<file path="src/rtl/uart_tx_fifo.sv">
// uart_tx_fifo: UART transmitter fed by a registered TX FIFO; every word is XOR-obfuscated before framing.
// Define TX_BREAK_EN to add the send_break input and the BREAK state.
module uart_tx_fifo #(
  parameter int         DATA_W      = 8,
  parameter int         FIFO_DEPTH  = 4,
  parameter bit         PARITY_EN   = 1'b1,
  parameter bit         PARITY_TYPE = 1'b0,
  parameter int         STOP_BITS   = 1,
  parameter logic [7:0] XOR_KEY     = 8'h45
) (
  input  logic                        clk,
  input  logic                        rst,
  input  logic                        baud_tick1,
  input  logic                        wr_en,
  input  logic [DATA_W-1:0]           data_in,
`ifdef TX_BREAK_EN
  input  logic                        send_break,
`endif
  output logic                        full,
  output logic [$clog2(FIFO_DEPTH):0] level,
  output logic                        overflow,
  output logic                        tx,
  output logic                        busy
);

  // state  | meaning
  // IDLE   | line high, waiting for FIFO data (or a break request)
  // START  | word loaded; next tick sends the start bit
  // DATA   | each tick sends shift_q[idx_q], LSB first
  // PARITY | next tick sends the parity bit
  // STOP   | each tick sends a stop bit; leaves after STOP_BITS ticks
  // BREAK  | line held low while send_break stays high
  typedef enum logic [2:0] {
    S_IDLE, S_START, S_DATA, S_PARITY, S_STOP
`ifdef TX_BREAK_EN
    , S_BREAK
`endif
  } state_e;

  localparam int AW = $clog2(FIFO_DEPTH);
  localparam int IW = $clog2(DATA_W);
  localparam logic [DATA_W-1:0] KEY     = DATA_W'(XOR_KEY);
  localparam logic [IW-1:0]     LAST    = IW'(DATA_W - 1);
  localparam logic [AW:0]       DEPTH_L = (AW + 1)'(FIFO_DEPTH);

  state_e              state_q, state_d;
  logic [DATA_W-1:0]   shift_q, shift_d;
  logic [IW-1:0]       idx_q, idx_d;
  logic                stop_q, stop_d;
  logic                tx_q, tx_d;
  logic                busy_q, busy_d;
  logic                ovf_q;
  logic [DATA_W-1:0]   mem_q [FIFO_DEPTH];
  logic [AW-1:0]       wr_ptr_q, rd_ptr_q;
  logic [AW:0]         level_q, level_d;
  logic                push, pop;

  // Admission uses the registered occupancy only, so a same-cycle pop never frees a slot early.
  assign full     = (level_q == DEPTH_L);
  assign push     = wr_en && !full;
  assign level    = level_q;
  assign overflow = ovf_q;
  assign tx       = tx_q;
  assign busy     = busy_q;

  always_comb begin
    state_d = state_q;
    shift_d = shift_q;
    idx_d   = idx_q;
    stop_d  = stop_q;
    tx_d    = tx_q;
    busy_d  = busy_q;
    pop     = 1'b0;
    case (state_q)
      S_IDLE: begin
        tx_d   = 1'b1;
        busy_d = 1'b0;
`ifdef TX_BREAK_EN
        if (send_break) begin
          state_d = S_BREAK;
          busy_d  = 1'b1;
        end else
`endif
        if (level_q != '0) begin
          pop     = 1'b1;
          shift_d = mem_q[rd_ptr_q] ^ KEY;
          idx_d   = '0;
          stop_d  = 1'b0;
          busy_d  = 1'b1;
          state_d = S_START;
        end
      end
      S_START: if (baud_tick1) begin
        tx_d    = 1'b0;
        state_d = S_DATA;
      end
      S_DATA: if (baud_tick1) begin
        tx_d = shift_q[idx_q];
        if (idx_q == LAST) state_d = PARITY_EN ? S_PARITY : S_STOP;
        else               idx_d   = idx_q + 1'b1;
      end
      S_PARITY: if (baud_tick1) begin
        tx_d    = (^shift_q) ^ PARITY_TYPE;
        state_d = S_STOP;
      end
      S_STOP: if (baud_tick1) begin
        tx_d = 1'b1;
        if (STOP_BITS == 1 || stop_q) begin
          busy_d  = 1'b0;
          state_d = S_IDLE;
        end else begin
          stop_d = 1'b1;
        end
      end
`ifdef TX_BREAK_EN
      S_BREAK: if (baud_tick1) begin
        if (send_break) begin
          tx_d = 1'b0;
        end else begin
          tx_d    = 1'b1;
          busy_d  = 1'b0;
          state_d = S_IDLE;
        end
      end
`endif
      default: state_d = S_IDLE;
    endcase
  end

  always_comb begin
    level_d = level_q;
    if (push && !pop)      level_d = level_q + 1'b1;
    else if (!push && pop) level_d = level_q - 1'b1;
  end

  always_ff @(posedge clk) begin
    if (rst) begin
      state_q  <= S_IDLE;
      shift_q  <= '0;
      idx_q    <= '0;
      stop_q   <= 1'b0;
      tx_q     <= 1'b1;
      busy_q   <= 1'b0;
      ovf_q    <= 1'b0;
      wr_ptr_q <= '0;
      rd_ptr_q <= '0;
      level_q  <= '0;
    end else begin
      state_q <= state_d;
      shift_q <= shift_d;
      idx_q   <= idx_d;
      stop_q  <= stop_d;
      tx_q    <= tx_d;
      busy_q  <= busy_d;
      ovf_q   <= wr_en && full;
      level_q <= level_d;
      if (push) wr_ptr_q <= wr_ptr_q + 1'b1;
      if (pop)  rd_ptr_q <= rd_ptr_q + 1'b1;
    end
  end

  always_ff @(posedge clk) begin
    if (push) mem_q[wr_ptr_q] <= data_in;
  end

endmodule

</file>
<file path="config.mk">
export PLATFORM = sky130hd
export DESIGN_NAME = uart_tx_fifo
export DESIGN_NICKNAME = d
export VERILOG_FILES = /design/src/rtl/uart_tx_fifo.sv
export SDC_FILE = /design/constraint.sdc
export NUM_CORES = 1
export LEC_CHECK = 0
export CORE_UTILIZATION = 61
export CTS_CLUSTER_DIAMETER = 100
export DETAILED_ROUTE_END_ITERATION = 16
export PLACE_DENSITY_LB_ADDON = 0.1
export SKIP_LAST_GASP = 1
export SYNTH_ARGS = -nofsm -noshare
export SYNTH_HDL_FRONTEND = slang
export SYNTH_SLANG_ARGS = --single-unit
</file>
<file path="constraint.sdc">
create_clock -name clk -period 4.6 [get_ports clk]
set_clock_uncertainty 0.1 [all_clocks]
set_input_delay 0.69 -clock clk [delete_from_list [all_inputs] [get_ports clk]]
set_output_delay 0.69 -clock clk [all_outputs]
set_load 0.005 [all_outputs]
</file>
# Word-level counts from Yosys, hierarchy flattened
# Memories as Yosys holds them, arrays and structs flattened. A register that Yosys moved wholly into a read port is not among the register bits.
# Cells that the tools add are included.
# word_totals
register_bits	24
latchBits	0
ramBits	32
rom_bits	0
inputBits	12
wordCells	76
memories	1
# mem_list
memory	depth	width	read_ports	rd_ports_with_merged_regs	write_ports	line	source
mem_q	4	8	1	1	1	53	logic [DATA_W-1:0] mem_q [FIFO_DEPTH];
# classes
n_addsub	5
mul	0
div	0
magnitude_cmp	1
eq_ne	13
shift	0
muxes	27
n_bitwise	1
reduce_logical	19
# ops
cell	count
3-bit two-way mux	11
3-bit case mux with 5 select lines	1
2-bit inequality test, second input constant	7
3-bit equality test, second input constant	3
1-bit two-way mux	9
8-bit XOR reduction	1
3-bit by 1-bit adder with 3-bit output, second input constant	2
3-bit by 2-bit equality test with 1-bit output, second input constant	2
3-bit case mux with 2 select lines	1
6-bit AND reduction	1
2-bit nonzero test	3
1-bit case mux with 5 select lines	1
5-bit AND reduction	1
5-bit nonzero test	1
2-bit by 1-bit adder with 2-bit output, second input constant	2
1-bit logical AND	4
3-bit by 4-bit < comparator with 1-bit output, second input constant	1
2-bit two-way mux	2
2-bit AND reduction	2
4-bit AND reduction	1
1-bit binary-select mux with 3-bit select	1
3-bit by 1-bit equality test with 1-bit output, second input constant	1
1-bit zero test	3
3-bit zero test	1
other kinds (4)	4

# Logic depth before layout (Yosys ltp)
# Gate-level depths: netlist of the first run.
# depth
word_depth	7
ltp_mapped	9

# Worst setup path after synthesis of the first run
# OpenSTA, ideal clock, no wires.
# synth_timing
kind	input-to-reg
startpoint	in wr_en
endpoint	reg level_q[2], in the netlist level[2]
arrival_time_ns	2.199
required_time_ns	4.430
path_slack_ns	2.230
cell_stages	8
n_path_buf	1
cell_sequence	nor2b_1 -> clkbuf_1 -> ha_1 -> inv_1 -> fa_1 -> xor2_1 -> or3_1 -> a21oi_1
# synth_via
elab_chain_cells	4
word_cells_on_any_way	6
# synth_lines
element	line	source
start, declared	14	input logic wr_en,
1-bit logical AND (*)	60	assign push = wr_en && !full;
named net push	56	logic push, pop;
1-bit zero test	133	else if (!push && pop) level_d = level_q - 1'b1;
1-bit logical AND	133	
2-bit nonzero test (no source line)	n/a	
end signal, assigned	156	level_q <= level_d;
end, declared	55	logic [AW:0] level_q, level_d;
# The timed path passes the listed nets; every way through them passes the cells marked *.
# A chain may end at the register's enable or synchronous reset.

# Worst setup path after layout of the first run
# layout_timing
startpoint	in wr_en
endpoint	reg level_q[2], in the netlist level[2]
# layout_via
elab_chain_cells	4
word_cells_on_any_way	6
# layout_lines
element	line
1-bit logical AND (*)	60
1-bit zero test	133
1-bit logical AND	133
2-bit nonzero test (no source line)	n/a
# Every way passes the cells marked *; elsewhere a longest branch is shown, timed or not.

==> flow_metrics.py, run 1 <==
metrics = {
    "clocking": {
        "clk_path_buf_depth": 2,
        "clkTransAtPathRegs_ns": 0.06,
        "cts_hold_repair.buffers": 0,
        "clock_insertion_delay_at_the_later_pin_of_the_skew_report_ns": 0.32,
        "cts_tree": "done",
        "cts.sinks": 58,
        "cts-root-buf": "clkbuf_8",
        "post_cts.resized_instances": 0,
        "ctsHtreeMaxLevel": 3,
        "cts_post_setup_buffers_inserted": 0,
        "cts_made_buffers": 9,
    },
    "timing": {
        "setup-tns-final_ns": 0,
        "setup_viol": 0,
        "fin_crit_ns": 2.73,
        "slew_viol_final": 0,
        "setup_repair_after_global_routing_missed_its_margin": "no",
        "hold_viol_final": 0,
        "final.period_utilization": 0.593,
        "pnr_worst_setup_slack_ns": 1.87,
        "worst_margin_slew_ns": 0.952,
        "maximum_clock_rate_mhz": 367,
        "hold_ws_ns": 0.386,
        "max_slew_margin": 0.364,
    },
    "power_and_ir_drop": {
        "cellPowerDensity_nw_per_um2": 604,
        "max_rail_drop_vdd_uv": 330,
        "power.switching_mw": 0.517,
        "internal-power_mw": 1.21,
        "seq_power_share": 0.434,
        "power_frac_comb": 0.280,
        "power_frac_clock": 0.286,
        "p_leak_nw": 0.998,
        "swShare": 0.300,
    },
    "setup_path": {
        "critical_path.max_stage_delay_ns": 0.47,
        "cp.arrival_ns": 2.86,
        "worst_setup_path_startpoint": "wr_en",
        "worst_setup_path_start_kind": "input port",
        "ordered_list_of_cells_on_the_worst_path": "clkdlybuf4s50_1 > nor2b_1 > ha_1 > inv_1 > fa_1 > xor2_1 > or3_1 > a21oi_1",
        "crit_required_ns": 4.73,
        "setup.worst_path.class": "input port to register",
        "cpMaxStageDelayCell": "clkdlybuf4s50_1",
        "critical_path_peak_fanout": 7,
        "rr_startpoint": "level[0]",
        "cp-end-kind": "register",
    },
    "floorplan": {
        "floorplan.die_area_um2": 4280,
        "die_span_in_x_um": 65.4,
        "start_util": 0.651,
        "die_ht_um": 65.4,
        "std_cell_core_area_um2": 3770,
        "ios": 19,
        "num_rows": 22,
    },
    "routing": {
        "drt-initial-drc-count": 56,
        "antenna_left": 0,
        "vias": 1455,
        "drcViolationCount": 0,
        "drt_wl_total_mm": 4.01,
        "routed_wire_length_per_instance_um": 15.6,
        "drt_pre_antenna_iters": 4,
        "routed_via_density": 5.66,
    },
    "global_routing": {
        "antenna_found_initial": 0,
        "wire_length_of_the_first_global_routing_pass_mm": 6.71,
        "globalRouteOverflowTotal": 0,
        "grt_start_max_net_pins": 28,
        "number_of_global_route_vias_before_repair": 1478,
        "grt_util_all_layers": 0.223,
    },
    "finish": {
        "final_core_util": 0.758,
        "nFillCells": 233,
        "layout_commonest_cell": "edfxtp_1",
        "insertedDiodeCount": 0,
        "drive_above_1_share": 0.124,
        "finish.net_count": 224,
        "synthToLayoutAreaGrowth_pct": 16.4,
        "final_area_um2": 2860,
        "commonest_cells_after_routing_fill_and_taps_aside": "edfxtp_1, dfxtp_1, clkdlybuf4s50_1, nand2_1, a21oi_1",
    },
    "status": {
        "outcome": "completed",
    },
    "yosys": {
        "postSynth.asyncResetShare": 0,
        "postSynthNetCount": 205,
        "ys_dominant_reg_cell": "edfxtp_1",
        "synth-edff-count": 32,
        "synth.cell_area_um2": 2450,
        "synth_cell_type_count": 37,
        "synth-warning-count": 0,
        "flip_flop_and_latch_count_after_synthesis": 58,
        "post_synthesis_sequential_area_ratio": 0.603,
        "synth_area_per_cell_um2": 13.3,
        "synth_cells": 185,
    },
    "placed_design": {
        "routability_cong": 0.764,
        "io_buffer_count": 18,
        "place_ws_ns": 1.53,
        "dpl-instance-area_um2": 2650,
        "dp_hpwl_mm": 2.73,
    },
    "worst_hold_path": {
        "min-delay-path-class": "register to register",
        "min_from": "shift_q[1]",
    },
    "run": {
        "drv.max_cap_violation_count": 0,
    },
}
## registers in the layout, indices dropped and copies added, names as in the netlist, named ones only
name	cells
idx_q	3
state_q	3
tx	1
shift_q	8
rd_ptr_q	2
mem_q	32
level	3
wr_ptr_q	2
overflow	1
busy	1
## through the flow
stage	power (mW)	cells
after floorplan	1.12	185
after global placement	1.22	241
after detailed placement	1.25	241
after CTS	1.74	257
after global routing	1.83	257
final	1.72	257
## cell usage after synthesis, types with 2 or more instances
cell type  count  area (um^2)
dfxtp_1       26          521
clkbuf_1       7         26.3
mux4_2        10          225
buf_2          2         10.0
nor2b_1        3         18.8
a21oi_1       13         65.1
a211oi_1       3         22.5
ha_1           7         87.6
inv_1          5         18.8
o21ai_0        6         30.0
nor2_1        11         41.3
nand2b_1       2         12.5
or3_1          2         12.5
edfxtp_1      32          961
and2_1         4         25.0
xor2_1         3         26.3
xnor2_1        9         78.8
nand2_1       14         52.6
o31ai_1        3         22.5
mux2i_1        3         30.0
nor3b_1        2         15.0
nor3_1         3         15.0
## per-layer routing
layer	track usage	part of all wire	routed length (um)
met5	0	0	0
met4	0.147	0.019	77
met3	0.0573	0.033	131
met2	0.376	0.52	2100
met1	0.249	0.42	1700
## worst max-delay path: cells and delay by family
| kind | cells | cell delay (ns) |
|---|---|---|
| fa+ha+maj | 2 | 0.63 |
| buf+inv | 2 | 0.53 |
| xor+xnor | 1 | 0.15 |
| compound gates | 1 | 0.14 |
| simple gates | 2 | 0.72 |
## area by class of cell
| type | instances | area, um^2 | area share |
|---|---|---|---|
| Sequential cell | 58 | 1480 | 0.518 |
| Timing Repair Buffer | 18 | 180 | 0.0630 |
| Clock inverter | 5 | 78.8 | 0.0276 |
| Clock buffer | 11 | 131 | 0.0460 |
| Multi-Input combinational cell | 111 | 903 | 0.316 |
| Tap cell | 48 | 60.1 | 0.0210 |
| Inverter | 6 | 22.5 | 0.00788 |
## cells by family after synthesis
logic type / synth area share
AO/OA/AOI/OAI: 0.0734
multiplexers: 0.104
XOR/XNOR: 0.0428
flip-flops: 0.603
adder cells (fa/ha/maj): 0.0438
AND/OR/NAND/NOR: 0.104
buffers and inverters: 0.0285
## worst paths after layout
kind	depth (start not counted)	endpoint	slack, ns
worst min-delay path	2	shift_q[1]	0.39
worst max register to register	9	level[2]	1.95
worst max-delay path	8	level[2]	1.87
worst min register to register	2	shift_q[1]	0.39
## power by group through the flow
stage | registers, mW | logic (mW) | clock network (mW)
finish | 0.749 | 0.483 | 0.492
global route | 0.763 | 0.544 | 0.523
CTS | 0.749 | 0.491 | 0.499
detailed placement | 0.760 | 0.488 | 0
global placement | 0.751 | 0.466 | 0
floorplan | 0.709 | 0.408 | 0
Power figures use the tool's default switching activity.
==> run 2: changes to the inputs <==
CORE_UTILIZATION = 51   (was 61)
clock period = 2.4 ns   (was 4.6 ns; I/O delays follow)
==> run 2 against run 1 <==
Compared with the run above:
- the run now ends with design-rule violations left
- critical path type is now register to register
- core utilization fell by 11 points
- sequential power increased by 90%
- clock power rose by 90%
- register-to-register slack got worse by 1.8 ns
- largest cell class unchanged
==> flow_metrics.py, run 2 (synthesis results as in run 1) <==
metrics = {
    "clocking": {
        "cts.sinks": 58,
        "cts_hold_repair.buffers": 0,
        "ctsHtreeMaxLevel": 3,
        "cts_post_setup_buffers_inserted": 0,
        "clkTransAtPathRegs_ns": 0.06,
        "cts_tree": "done",
        "clk_path_buf_depth": 2,
        "post_cts.resized_instances": 0,
        "clock_insertion_delay_at_the_later_pin_of_the_skew_report_ns": 0.33,
        "cts-root-buf": "clkbuf_8",
        "cts_made_buffers": 9,
    },
    "global_routing": {
        "number_of_global_route_vias_before_repair": 1592,
        "grt_util_all_layers": 0.188,
        "grt_start_max_net_pins": 26,
        "wire_length_of_the_first_global_routing_pass_mm": 7.02,
        "antenna_found_initial": 0,
        "globalRouteOverflowTotal": 0,
    },
    "timing": {
        "slew_viol_final": 0,
        "fin_crit_ns": 2.22,
        "hold_viol_final": 0,
        "maximum_clock_rate_mhz": 451,
        "final.period_utilization": 0.923,
        "setup_repair_after_global_routing_missed_its_margin": "no",
        "pnr_worst_setup_slack_ns": 0.185,
        "worst_margin_slew_ns": 0.534,
        "max_slew_margin": 0.644,
        "setup_viol": 0,
        "setup-tns-final_ns": 0,
    },
    "finish": {
        "biggestRegsByFlops": "mem_q (32), shift_q (8)",
        "commonest_cells_after_routing_fill_and_taps_aside": "edfxtp_1, dfxtp_1, clkdlybuf4s50_1, nand2_1, a21oi_1",
        "fin_cells": 268,
        "largest_register": "mem_q",
        "final_area_um2": 2910,
        "layout_commonest_cell": "edfxtp_1",
        "finish.net_count": 231,
        "drive_above_1_share": 0.153,
        "largest_register_ffs": 32,
        "synthToLayoutAreaGrowth_pct": 18.7,
        "insertedDiodeCount": 0,
    },
    "routing": {
        "drcViolationCount": 2,
        "routed_wire_length_per_instance_um": 15.4,
        "routed_via_density": 5.49,
        "drt_pre_antenna_iters": 10,
        "drt-initial-drc-count": 84,
        "drt_wl_total_mm": 4.13,
        "vias": 1470,
        "antenna_left": 0,
    },
    "power_and_ir_drop": {
        "cellPowerDensity_nw_per_um2": 1160,
        "p_leak_nw": 1.04,
        "max_rail_drop_vdd_uv": 556,
    },
    "floorplan": {
        "die_span_in_x_um": 71.4,
        "die_ht_um": 71.4,
        "num_rows": 24,
        "ios": 19,
        "start_util": 0.545,
        "floorplan.die_area_um2": 5100,
        "std_cell_core_area_um2": 4500,
    },
    "worst_hold_path": {
        "min-delay-path-class": "register to register",
        "min_delay_path_depth": 2,
    },
    "setup_path": {
        "critical_path.max_stage_delay_ns": 0.38,
        "cpMaxStageDelayCell": "fa_1",
        "cpLargestDelayFamily": "simple AND/OR/NAND/NOR gates",
        "setup.worst_path.class": "register to register",
        "worstSetupPathDepth": 10,
        "number_of_cells_on_the_worst_reg_to_reg_path": 10,
        "worst_setup_path_start_kind": "register",
        "crit_required_ns": 2.56,
        "cp.arrival_ns": 2.38,
        "critical_path_buf_inv_count": 3,
        "ordered_list_of_cells_on_the_worst_path": "nor3_1 > buf_4 > nor4_4 > inv_2 > ha_1 > inv_1 > fa_1 > xor2_1 > or3_1 > a21oi_1",
        "critical_path_peak_fanout": 5,
        "cp-end-kind": "register",
    },
    "placed_design": {
        "routability_cong": 0.774,
        "place_ws_ns": -0.0216,
        "placedCellCount": 252,
        "dpl-instance-area_um2": 2710,
        "dp_hpwl_mm": 2.87,
        "io_buffer_count": 18,
    },
    "run": {
        "drv.max_cap_violation_count": 0,
    },
    "status": {
        "outcome": "complete, but fails checks",
        "violations_in_the_final_reports": "design-rule violations",
    },
}
[run 2: tightest hold or removal path: cells and delay by family (launching register included)]
kind	cells	cell delay, ns
AO/OA/AOI/OAI	2	0.12
flip-flops	1	0.31
[run 2: area by class of cell]
type | instances | area (um^2)
clock buffer | 9 | 124
clock inverter | 7 | 83.8
fill | 330 | 1590
inverter | 6 | 22.5
multi-input combinational | 111 | 903
sequential | 58 | 1480
tap | 52 | 65.1
timing repair buffer | 25 | 233
[run 2: metal layers]
layer / wire length (um) / vias up / part of all wire / global-route usage
met4: 85 / 0 / 0.021 / 0.113
met5: 0 / - / 0 / 0
li1: - / 730 / - / -
met3: 179 / 9 / 0.043 / 0.0605
met1: 1780 / 701 / 0.43 / 0.207
met2: 2090 / 30 / 0.50 / 0.319
[run 2: report_power, final]
| group | switching (mW) | total, mW | leakage, nW | internal (mW) |
|---|---|---|---|---|
| logic | 0.460 | 1.02 | 0.429 | 0.556 |
| clock network | 0.366 | 0.937 | 0.102 | 0.571 |
| registers | 0.186 | 1.42 | 0.507 | 1.24 |
[run 2: through the flow]
stage	util	power (mW)	hold WS, ns
after floorplan	-	2.14	0.359
after global placement	0.601	2.42	0.364
after detailed placement	0.601	2.47	0.369
after CTS	0.647	3.41	0.377
after global routing	0.647	3.58	0.401
final	0.647	3.38	0.377
[run 2: path summary, 6_finish.rpt]
| check | slack [ns] | startpoint | to |
|---|---|---|---|
| max | 0.18 | level[0] | level[2] |
| min reg2reg | 0.38 | busy | busy |
| max reg2reg | 0.18 | level[0] | level[2] |
| min | 0.38 | busy | busy |
